--- src/rtl/resnet88_output_stream_sink_if.sv ---
// rtl/resnet88_output_stream_sink_if.sv - control, lane and statistics signals of the output stream sink
interface resnet88_output_stream_sink_if #(
    parameter int NUM_LANES = 8,
    parameter int DATA_W    = 16,
    parameter int CNT_W     = 16
);
    localparam int TOT_W = CNT_W + $clog2(NUM_LANES);

    logic                        flush;
    logic                        start;
    logic [CNT_W-1:0]            expected_count;
    logic [NUM_LANES-1:0]        lane_valid;
    logic [NUM_LANES*DATA_W-1:0] lane_data;

    logic                        busy;
    logic                        done;
    logic                        timeout;
    logic                        overflow;
    logic [31:0]                 checksum;
    logic [TOT_W-1:0]            total_count;
    logic [31:0]                 first_latency;

    // Producer / controller side: drives lanes and commands, observes statistics.
    modport master (
        output flush, start, expected_count, lane_valid, lane_data,
        input  busy, done, timeout, overflow, checksum, total_count, first_latency
    );

    // Sink side.
    modport slave (
        input  flush, start, expected_count, lane_valid, lane_data,
        output busy, done, timeout, overflow, checksum, total_count, first_latency
    );
endinterface

--- src/rtl/resnet88_output_stream_sink.sv ---
// rtl/resnet88_output_stream_sink.sv - per-lane output stream collector with checksum, latency, timeout and overflow
module resnet88_output_stream_sink #(
    parameter int NUM_LANES      = 8,
    parameter int DATA_W         = 16,
    parameter int CNT_W          = 16,
    parameter int TIMEOUT_CYCLES = 4096
) (
    input logic                          clk,
    input logic                          rst_n,
    resnet88_output_stream_sink_if.slave bus
);
    localparam int TOT_W  = CNT_W + $clog2(NUM_LANES);
    localparam int IDLE_W = $clog2(TIMEOUT_CYCLES + 1);
    localparam logic [IDLE_W-1:0] IDLE_LIMIT = IDLE_W'(TIMEOUT_CYCLES);
    localparam logic [31:0]       LAT_MAX    = 32'hFFFF_FFFF;

    typedef enum logic [2:0] {
        S_IDLE,
        S_ARMED,
        S_COLLECT,
        S_DONE,
        S_TIMEOUT
    } state_t;

    state_t              state;
    logic [CNT_W-1:0]    lane_cnt [NUM_LANES];
    logic [CNT_W-1:0]    expected;
    logic [31:0]         lat;
    logic [IDLE_W-1:0]   idle;

    logic                busy_q;
    logic                done_q;
    logic                timeout_q;
    logic                overflow_q;
    logic [31:0]         checksum_q;
    logic [TOT_W-1:0]    total_q;
    logic [31:0]         first_lat_q;

    logic                accepting;
    logic                any_valid;
    logic [NUM_LANES-1:0] acc;
    logic [CNT_W-1:0]    cnt_next [NUM_LANES];
    logic                all_met;
    logic                drop_any;
    logic [31:0]         sum_add;
    logic [TOT_W-1:0]    acc_num;
    logic [31:0]         lat_inc;
    logic [IDLE_W-1:0]   idle_inc;

    // Per-lane accept/drop decision and the aggregate contribution of this cycle.
    always_comb begin
        accepting = (state == S_ARMED) || (state == S_COLLECT);
        any_valid = |bus.lane_valid;
        acc       = '0;
        all_met   = 1'b1;
        drop_any  = 1'b0;
        sum_add   = '0;
        acc_num   = '0;
        for (int i = 0; i < NUM_LANES; i++) begin
            cnt_next[i] = lane_cnt[i];
            acc[i] = accepting && bus.lane_valid[i] && (lane_cnt[i] < expected);
            cnt_next[i] = lane_cnt[i] + CNT_W'(acc[i]);
            if (cnt_next[i] != expected) begin
                all_met = 1'b0;
            end
            // A word with no room left, or any word after completion, is lost.
            if (bus.lane_valid[i] && !acc[i] && (accepting || state == S_DONE)) begin
                drop_any = 1'b1;
            end
            if (acc[i]) begin
                sum_add = sum_add + 32'(bus.lane_data[i*DATA_W +: DATA_W]);
                acc_num = acc_num + TOT_W'(1);
            end
        end
        lat_inc  = (lat == LAT_MAX) ? lat : lat + 32'd1;
        idle_inc = (idle == IDLE_LIMIT) ? idle : idle + IDLE_W'(1);
    end

    // Collection FSM with registered status flags and statistics.
    always_ff @(posedge clk or negedge rst_n) begin
        if (!rst_n) begin
            state       <= S_IDLE;
            expected    <= '0;
            lat         <= '0;
            idle        <= '0;
            busy_q      <= 1'b0;
            done_q      <= 1'b0;
            timeout_q   <= 1'b0;
            overflow_q  <= 1'b0;
            checksum_q  <= '0;
            total_q     <= '0;
            first_lat_q <= '0;
            for (int i = 0; i < NUM_LANES; i++) begin
                lane_cnt[i] <= '0;
            end
        end else if (bus.flush || bus.start) begin
            // Both commands wipe the statistics; flush has priority and parks the sink.
            lat         <= '0;
            idle        <= '0;
            overflow_q  <= 1'b0;
            checksum_q  <= '0;
            total_q     <= '0;
            first_lat_q <= '0;
            timeout_q   <= 1'b0;
            for (int i = 0; i < NUM_LANES; i++) begin
                lane_cnt[i] <= '0;
            end
            if (bus.flush) begin
                state    <= S_IDLE;
                expected <= '0;
                busy_q   <= 1'b0;
                done_q   <= 1'b0;
            end else begin
                expected <= bus.expected_count;
                if (bus.expected_count == '0) begin
                    // Nothing to wait for: complete immediately.
                    state  <= S_DONE;
                    busy_q <= 1'b0;
                    done_q <= 1'b1;
                end else begin
                    state  <= S_ARMED;
                    busy_q <= 1'b1;
                    done_q <= 1'b0;
                end
            end
        end else begin
            case (state)
                S_ARMED, S_COLLECT: begin
                    for (int i = 0; i < NUM_LANES; i++) begin
                        lane_cnt[i] <= cnt_next[i];
                    end
                    checksum_q <= checksum_q + sum_add;
                    total_q    <= total_q + acc_num;
                    if (drop_any) begin
                        overflow_q <= 1'b1;
                    end
                    if (state == S_ARMED) begin
                        if (any_valid) begin
                            first_lat_q <= lat_inc;
                        end else begin
                            lat <= lat_inc;
                        end
                    end
                    if (any_valid) begin
                        idle <= '0;
                        if (all_met) begin
                            state  <= S_DONE;
                            busy_q <= 1'b0;
                            done_q <= 1'b1;
                        end else begin
                            state <= S_COLLECT;
                        end
                    end else begin
                        idle <= idle_inc;
                        if (idle_inc == IDLE_LIMIT) begin
                            state     <= S_TIMEOUT;
                            busy_q    <= 1'b0;
                            timeout_q <= 1'b1;
                        end
                    end
                end
                S_DONE: begin
                    if (drop_any) begin
                        overflow_q <= 1'b1;
                    end
                end
                default: begin
                end
            endcase
        end
    end

    assign bus.busy          = busy_q;
    assign bus.done          = done_q;
    assign bus.timeout       = timeout_q;
    assign bus.overflow      = overflow_q;
    assign bus.checksum      = checksum_q;
    assign bus.total_count   = total_q;
    assign bus.first_latency = first_lat_q;
endmodule

--- src/flat_wrapper.sv ---
// flat-port wrapper written by rule: the top's interface ports become plain ports
module resnet88_output_stream_sink_flat 
#(
    parameter int NUM_LANES      = 8,
    parameter int DATA_W         = 16,
    parameter int CNT_W          = 16,
    parameter int TIMEOUT_CYCLES = 4096
)
  (clk, rst_n, bus_flush, bus_start, bus_expected_count, bus_lane_valid, bus_lane_data, bus_busy, bus_done, bus_timeout, bus_overflow, bus_checksum, bus_total_count, bus_first_latency);
  resnet88_output_stream_sink_if #(.NUM_LANES(NUM_LANES), .DATA_W(DATA_W), .CNT_W(CNT_W)) bus_i ();
  input logic clk;
  input logic rst_n;
  input wire logic [$bits(bus_i.flush)-1:0] bus_flush;
  input wire logic [$bits(bus_i.start)-1:0] bus_start;
  input wire logic [$bits(bus_i.expected_count)-1:0] bus_expected_count;
  input wire logic [$bits(bus_i.lane_valid)-1:0] bus_lane_valid;
  input wire logic [$bits(bus_i.lane_data)-1:0] bus_lane_data;
  output wire logic [$bits(bus_i.busy)-1:0] bus_busy;
  output wire logic [$bits(bus_i.done)-1:0] bus_done;
  output wire logic [$bits(bus_i.timeout)-1:0] bus_timeout;
  output wire logic [$bits(bus_i.overflow)-1:0] bus_overflow;
  output wire logic [$bits(bus_i.checksum)-1:0] bus_checksum;
  output wire logic [$bits(bus_i.total_count)-1:0] bus_total_count;
  output wire logic [$bits(bus_i.first_latency)-1:0] bus_first_latency;
  assign bus_i.flush = bus_flush;
  assign bus_i.start = bus_start;
  assign bus_i.expected_count = bus_expected_count;
  assign bus_i.lane_valid = bus_lane_valid;
  assign bus_i.lane_data = bus_lane_data;
  assign bus_busy = bus_i.busy;
  assign bus_done = bus_i.done;
  assign bus_timeout = bus_i.timeout;
  assign bus_overflow = bus_i.overflow;
  assign bus_checksum = bus_i.checksum;
  assign bus_total_count = bus_i.total_count;
  assign bus_first_latency = bus_i.first_latency;
  resnet88_output_stream_sink #(.NUM_LANES(NUM_LANES), .DATA_W(DATA_W), .CNT_W(CNT_W), .TIMEOUT_CYCLES(TIMEOUT_CYCLES)) u_core (.clk(clk), .rst_n(rst_n), .bus(bus_i));
endmodule
--- config.mk ---
export PLATFORM = sky130hd
export DESIGN_NAME = resnet88_output_stream_sink_flat
export DESIGN_NICKNAME = d
export VERILOG_FILES = /design/src/rtl/resnet88_output_stream_sink_if.sv /design/src/rtl/resnet88_output_stream_sink.sv /design/src/flat_wrapper.sv
export SDC_FILE = /design/constraint.sdc
export NUM_CORES = 1
export LEC_CHECK = 0
export ABC_AREA = 1
export BUFFER_PORTS_ARGS = -buffer_cell sky130_fd_sc_hd__buf_4
export CAP_MARGIN = 20
export CORE_ASPECT_RATIO = 1.4
export CORE_UTILIZATION = 56
export DETAILED_ROUTE_END_ITERATION = 8
export PLACE_DENSITY = 0.85
export REMOVE_ABC_BUFFERS = 1
export SKIP_LAST_GASP = 1
export SLEW_MARGIN = 20
export SYNTH_ARGS = -nofsm -noshare
export SYNTH_HDL_FRONTEND = slang
export SYNTH_SLANG_ARGS = --single-unit
export TNS_END_PERCENT = 10
--- constraint.sdc ---
create_clock -name clk -period 13 [get_ports clk]
set_input_delay 2.6 -clock clk [delete_from_list [all_inputs] [get_ports clk]]
set_output_delay 2.6 -clock clk [all_outputs]
set_load 0.02 [all_outputs]
==> results.py, run 1 <==
metrics = {
    "setup_path": {
        "rr_startpoint": "u_core.expected[15]$_DFFE_PN0N_",
        "crit_slowest_cell": "fa_2",
        "r2r_end": "u_core.bus.checksum[30]$_DFFE_PN0P_",
        "arrival_ps": 13350,
        "crit_type": "input port to register",
        "cp-start-kind": "input port",
        "required_ps": 13490,
        "r2r_cells": 81,
        "crit_fanout": 7,
        "cp_slowest_stage_delay_ps": 430,
        "critPathMostFrequentCell": "nand2_1",
        "r2r_slack_ps": 680,
        "cp-end-kind": "register",
    },
    "cts": {
        "cts_buffers": 30,
        "cts_tree": "built",
        "clk_pin_slew_ps": 70,
        "cts_max_level": 1,
        "clockBufferDepth": 3,
        "ctsHoldBuffers": 0,
        "ctsRootBufferMaster": "clkbuf_16",
        "clock_latency_ps": 600,
        "cts_sinks": 279,
    },
    "timing": {
        "hold_violations": 0,
        "worst_pin_slew_ps": 1058,
        "fin_crit_sh_pct": 98.94,
        "finalWorstSetupSlack_ps": 138.4,
        "max_freq_mhz": 77.75,
        "relSlewSlack_pct": 29.46,
        "fin_hold_ws_ps": 480.1,
        "slew_violations": 0,
        "setup_violations": 0,
        "skew_ps": 20.04,
        "min_period_ps": 12860,
    },
    "synthesis": {
        "synth_area_um2": 27610,
        "synth-seq-cells": 279,
        "avgSynthCellArea_um2": 6.855,
        "synth_top_area_cell": "dfrtp_1",
        "async_flop_share_pct": 100.0,
        "yosysTopAreaCellShare_pct": 25.29,
        "synth_area_leaders": "dfrtp_1 (25%), ha_1 (14%), nand2_1 (13%)",
        "ys.warnings.count": 0,
        "ys_types": 58,
        "syn_inst": 4027,
        "synth_edf_count": 0,
        "synthFlopType": "dfrtp_1",
        "yosysSeqAreaShare_pct": 25.29,
    },
    "power": {
        "power_density_nw_per_um2": 121.6,
        "leakage_nw": 17.47,
        "ir_drop_v": 0.0001269,
        "power.total_mw": 4.221,
    },
    "status": {
        "status": "complete, no violations",
    },
    "cells_and_area": {
        "final_core_util_pct": 71.76,
        "drive_gt1_share_pct": 20.30,
        "areaGrowthSynthToFinish_pct": 25.75,
        "nets": 5023,
    },
    "routing": {
        "drt-total-wl_mm": 91.78,
        "dr.first_iter.drc_count": 2316,
        "drcViolationCount": 0,
        "avgRoutedWirePerCell_um": 17.58,
        "drtPass1Iterations": 6,
        "drtAntennaViolNets": 0,
        "via_per_inst": 5.829,
        "num_vias": 30429,
    },
    "place": {
        "place_ws_ps": -842.3,
        "portBuffers": 242,
        "gp_congestion": 0.9858,
        "dpl.hpwl_mm": 66.75,
    },
    "floorplan": {
        "num_rows": 95,
        "die_area_um2": 50200,
        "core-area_um2": 48380,
        "fp.dieH_um": 264.7,
        "ios": 243,
        "die_w_um": 189.7,
        "start_util_pct": 57.06,
    },
    "worst_hold_path": {
        "hold_class": "register to register",
        "hold_depth": 2,
        "min_to": "u_core.bus.busy$_DFFE_PN0P_",
        "hp-start": "u_core.bus.busy$_DFFE_PN0P_",
    },
    "job": {
        "maxCapViolCount": 0,
    },
    "global_routing": {
        "antenna_found_initial": 10,
        "grt.overflow.total": 0,
        "grt_max_degree": 170,
        "grt_pass1_wl_mm": 142.1,
        "grt_pass1_vias": 29160,
        "grt_usage_pct": 34.87,
    },
}
==> per-stage QoR <==
step,TNS (ps),area (um^2),std cells
after floorplan,-73.35,27240,3936
after global placement,-2348,32340,5134
after detailed placement,-5929,32340,5134
after CTS,0,33450,5190
after global routing,-5673,34710,5219
final,0,34710,5220
==> per-layer routing <==
| metal | vias to the layer above | track usage, % | part of all wire, % |
|---|---|---|---|
| li1 | 14519 | - | - |
| met1 | 14140 | 39.05 | 37 |
| met2 | 1335 | 59.70 | 48 |
| met3 | 431 | 6.699 | 7.6 |
| met4 | 4 | 23.52 | 7.8 |
| met5 | - | 0 | 0.022 |
==> cell families (layout without fill, tap and decap cells) <==
kind of cell | count (synthesis) | count (layout) | share of synthesized area (%)
simple gates | 1754 | 1754 | 27.99
compound gates | 785 | 785 | 15.75
buf+inv | 657 | 1207 | 9.028
fa+ha+maj | 309 | 309 | 14.25
flops | 279 | 279 | 25.29
xor+xnor | 241 | 241 | 7.646
other cells | 1 | 14 | 0.01358
mux | 1 | 1 | 0.03626
==> worst max-delay path: cells and delay by family <==
family / cells / cell delay [ps]
xor gates and xnor gates: 3 / 490
buffers and inverters: 14 / 1120
and+or+nand+nor: 31 / 3910
adders and majority gates: 9 / 2550
AOI/OAI and AO/OA: 20 / 2630
==> cell type report <==
| class | count | area, um^2 |
|---|---|---|
| diodes | 8 | 20.02 |
| multi-input cells | 3096 | 19210 |
| inverters | 561 | 2116 |
| clock buffers | 37 | 837.1 |
| well taps | 630 | 788.3 |
| clock inverters | 19 | 251.5 |
| flip-flops and latches | 279 | 6982 |
| fillers | 3724 | 13660 |
| repair buffers | 590 | 4508 |
==> synth_stat cells, drive strengths merged, types with 2 or more instances <==
| library cell | number |
|---|---|
| or2 | 37 |
| o21a | 9 |
| nand4 | 90 |
| a21oi | 267 |
| inv | 557 |
| a31o | 3 |
| nand3 | 255 |
| buf | 29 |
| clkinv | 4 |
| nor4 | 25 |
| a31oi | 10 |
| o311ai | 2 |
| clkbuf | 67 |
| dfrtp | 279 |
| o21ai | 301 |
| nor2 | 274 |
| a22o | 12 |
| nand2 | 958 |
| o221ai | 2 |
| o21bai | 5 |
| a21boi | 8 |
| fa | 9 |
| and2 | 12 |
| xnor2 | 55 |
| o22ai | 126 |
| xor2 | 186 |
| nand3b | 8 |
| a21o | 9 |
| a211oi | 3 |
| o31ai | 9 |
| o211ai | 15 |
| and3 | 5 |
| nor3 | 88 |
| ha | 300 |
==> cell usage in the layout, fill, tap and decap left out, types with 41 or more instances in the layout <==
cell type,count
buf_4,582
a21oi_1,227
o21ai_0,255
nor2_1,245
ha_1,258
xnor2_1,54
nand4_1,90
ha_4,41
dfrtp_1,279
xor2_1,186
nand3_1,237
o22ai_1,126
nand2_1,910
nor3_1,79
inv_1,526
==> report_power, final <==
group          switching, mW  internal, mW  leakage, nW
combinational           1.29          1.08         13.1
clock                  0.390         0.558        0.543
sequential            0.0231         0.887         3.87
total                   1.70          2.52         17.5
==> state kept, by name (all words and copies together), names as in the netlist <==
name and count:
u_core.bus.overflow 1, u_core.state 3, u_core.lat 32, u_core.bus.total_count 19, u_core.bus.timeout 1, u_core.bus.done 1
u_core.bus.checksum 32, u_core.bus.busy 1, u_core.expected 16, u_core.bus.first_latency 32, u_core.lane_cnt 128, u_core.idle 13
==> worst max path at each step <==
stage                                                endpoint  cells past startpoint  slack [ps]              start
after global routing      u_core.bus.checksum[30]$_DFFE_PN0P_                     80        -580  bus_lane_valid[0]
after floorplan           u_core.bus.checksum[30]$_DFFE_PN0P_                     73         -60  bus_lane_valid[0]
after global placement    u_core.bus.checksum[30]$_DFFE_PN0P_                     79        -470  bus_lane_valid[0]
after CTS                 u_core.bus.checksum[30]$_DFFE_PN0P_                     79          40  bus_lane_valid[0]
final                     u_core.bus.checksum[30]$_DFFE_PN0P_                     77         140  bus_lane_valid[0]
after detailed placement  u_core.bus.checksum[30]$_DFFE_PN0P_                     80        -840  bus_lane_valid[0]
==> what timing repair did <==
action	CTS	global route
cloned	0	2
pin swaps	1	108
endpoints found under the setup margin	3	19
buffers inserted	0	20
resized for setup	11	217
Note: power is estimated with default switching activity, not from simulation.
==> inputs of run 2 (changes only) <==
Settings changed: CORE_UTILIZATION 56 to 59.
Clock period 13 ns to 13.2 ns, I/O delays scaled along.
==> run 2 against run 1 <==
Effect of this change: via count fell by 1.6%; clock skew grew 1.0 ps; combinational power decreased by 8%; register-to-register slack better by 380 ps; clock power rose by 0.7%; first-iteration DRC count down 7.6%; sequential share of layout area up 0.36 points; clock-buffer cell count grew 5; flip-flop and latch count did not move; critical endpoint is now u_core.bus.checksum[29]$_DFFE_PN0P_; largest power group unchanged.
==> results.py, run 2 (synthesized netlist as in run 1, its figures left out) <==
metrics = {
    "routing": {
        "drtAntennaViolNets": 0,
        "num_vias": 29956,
        "drcViolationCount": 0,
        "dr.first_iter.drc_count": 2139,
        "drtPass1Iterations": 6,
        "avgRoutedWirePerCell_um": 17.05,
        "via_per_inst": 5.787,
        "drt-total-wl_mm": 88.26,
    },
    "global_routing": {
        "grt_usage_pct": 36.07,
        "met1_usage_pct": 40.75,
        "busiest_layer": "met2",
        "antenna_found_initial": 10,
        "met2_usage_pct": 60.72,
        "grt_max_degree": 188,
        "grtUsageMet3_pct": 7.122,
        "grt.overflow.total": 0,
        "grt_pass1_wl_mm": 138.7,
        "grt_pass1_vias": 28937,
    },
    "cells_and_area": {
        "final_common_cell": "nand2_1",
        "top_register": "u_core.lane_cnt",
        "most-common-layout-cells": "nand2_1 (920), buf_4 (556), inv_1 (532), dfrtp_1 (279), ha_1 (272)",
        "drive_gt1_share_pct": 18.48,
        "areaGrowthSynthToFinish_pct": 23.54,
        "nets": 4994,
        "largest_reg_flops": 128,
        "final_core_util_pct": 74.01,
    },
    "setup_path": {
        "cp-end-kind": "register",
        "crit_fanout": 6,
        "crit_slowest_cell": "fa_2",
        "cp_slowest_stage_delay_ps": 410,
        "critPathMostFrequentCell": "nand2_1",
        "cp-start-kind": "input port",
        "crit_type": "input port to register",
        "arrival_ps": 13160,
        "required_ps": 13690,
    },
    "cts": {
        "cts_max_level": 1,
        "cts_tree": "built",
        "clk_pin_slew_ps": 60,
        "ctsRootBufferMaster": "clkbuf_16",
        "ctsHoldBuffers": 0,
        "clockBufferDepth": 3,
        "clock_latency_ps": 610,
        "cts_buffers": 30,
        "cts_sinks": 279,
    },
    "floorplan": {
        "ios": 243,
        "num_rows": 93,
        "die_w_um": 184.8,
        "core-area_um2": 46080,
        "fp.dieH_um": 257.9,
        "die_area_um2": 47670,
        "start_util_pct": 59.91,
    },
    "worst_hold_path": {
        "hold_class": "register to register",
    },
    "place": {
        "dpl.hpwl_mm": 65.56,
        "portBuffers": 242,
        "gp_congestion": 0.9797,
    },
    "timing": {
        "fin_crit_sh_pct": 96.00,
        "fin_hold_ws_ps": 482.8,
        "skew_ps": 21.04,
        "slew_violations": 0,
        "worst_pin_slew_ps": 1169,
        "setup_violations": 0,
        "min_period_ps": 12670,
        "hold_violations": 0,
        "max_freq_mhz": 78.91,
        "relSlewSlack_pct": 22.04,
    },
    "status": {
        "status": "complete, no violations",
    },
    "power": {
        "power_density_nw_per_um2": 117.9,
        "ir_drop_v": 0.0001089,
        "leakage_nw": 17.25,
        "power.total_mw": 4.020,
    },
    "job": {
        "maxCapViolCount": 0,
    },
}
==> run 2: through the flow <==
stage	cells	setup WS (ps)	TNS [ps]	instance area, um^2
6_report	5176	527.3	0	34100
5_1_grt	5175	-357.4	-3057	34100
4_1_cts	5158	26.85	0	33320
3_5_place_dp	5103	-605.8	-4754	32200
3_3_place_gp	5103	-238.3	-573.2	32200
2_1_floorplan	3936	104.1	0	27240
==> run 2: cell type report <==
class	count	area [um^2]
timing repair buffer	561	4282
inverter	561	2113
tap	617	772.0
sequential	279	6982
clock buffer	42	865.8
fill	3620	11980
antenna	7	17.52
clock inverter	13	246.5
multi-input combinational	3096	18830
==> run 2: what timing repair did <==
item,CTS,global route
pin swaps,0,46
gates cloned,0,1
setup buffers,0,9
setup endpoints to repair,2,19
gates resized for setup,3,145
==> run 2: path summary, 6_finish.rpt <==
| kind | from | to | slack [ps] | cells past startpoint |
|---|---|---|---|---|
| setup / recovery | bus_lane_valid[0] | u_core.bus.checksum[29]$_DFFE_PN0P_ | 530 | 73 |
| hold / removal | u_core.bus.first_latency[13]$_DFFE_PN0P_ | u_core.bus.first_latency[13]$_DFFE_PN0P_ | 480 | 2 |
| setup reg to reg | u_core.expected[1]$_DFFE_PN0N_ | u_core.bus.checksum[29]$_DFFE_PN0P_ | 1060 | 80 |
| hold reg to reg | u_core.bus.first_latency[13]$_DFFE_PN0P_ | u_core.bus.first_latency[13]$_DFFE_PN0P_ | 480 | 2 |
| max in group asynchronous | rst_n | u_core.bus.checksum[29]$_DFFE_PN0P_ | 9770 | 3 |
| min in group asynchronous | rst_n | u_core.lane_cnt[9]$_DFFE_PN0P_ | 2020 | 1 |
==> run 2: power breakdown <==
group,switching (mW),internal (mW)
Clock,0.379,0.575
Combinational,1.19,0.982
Sequential,0.0230,0.874
Total,1.59,2.43
==> run 2: critical path, delay by kind of cell <==
kind	cells	cell delay, ps
AO/OA/AOI/OAI	17	2330
XOR/XNOR	7	940
adder cells (fa/ha/maj)	9	2730
buffers and inverters	10	970
AND/OR/NAND/NOR	30	3540
==> run 2: layer usage <==
| metal | routed length (um) | vias up |
|---|---|---|
| met4 | 6700 | 6 |
| met2 | 42100 | 1189 |
| li1 | - | 14459 |
| met3 | 6264 | 398 |
| met5 | 48 | - |
| met1 | 33150 | 13904 |
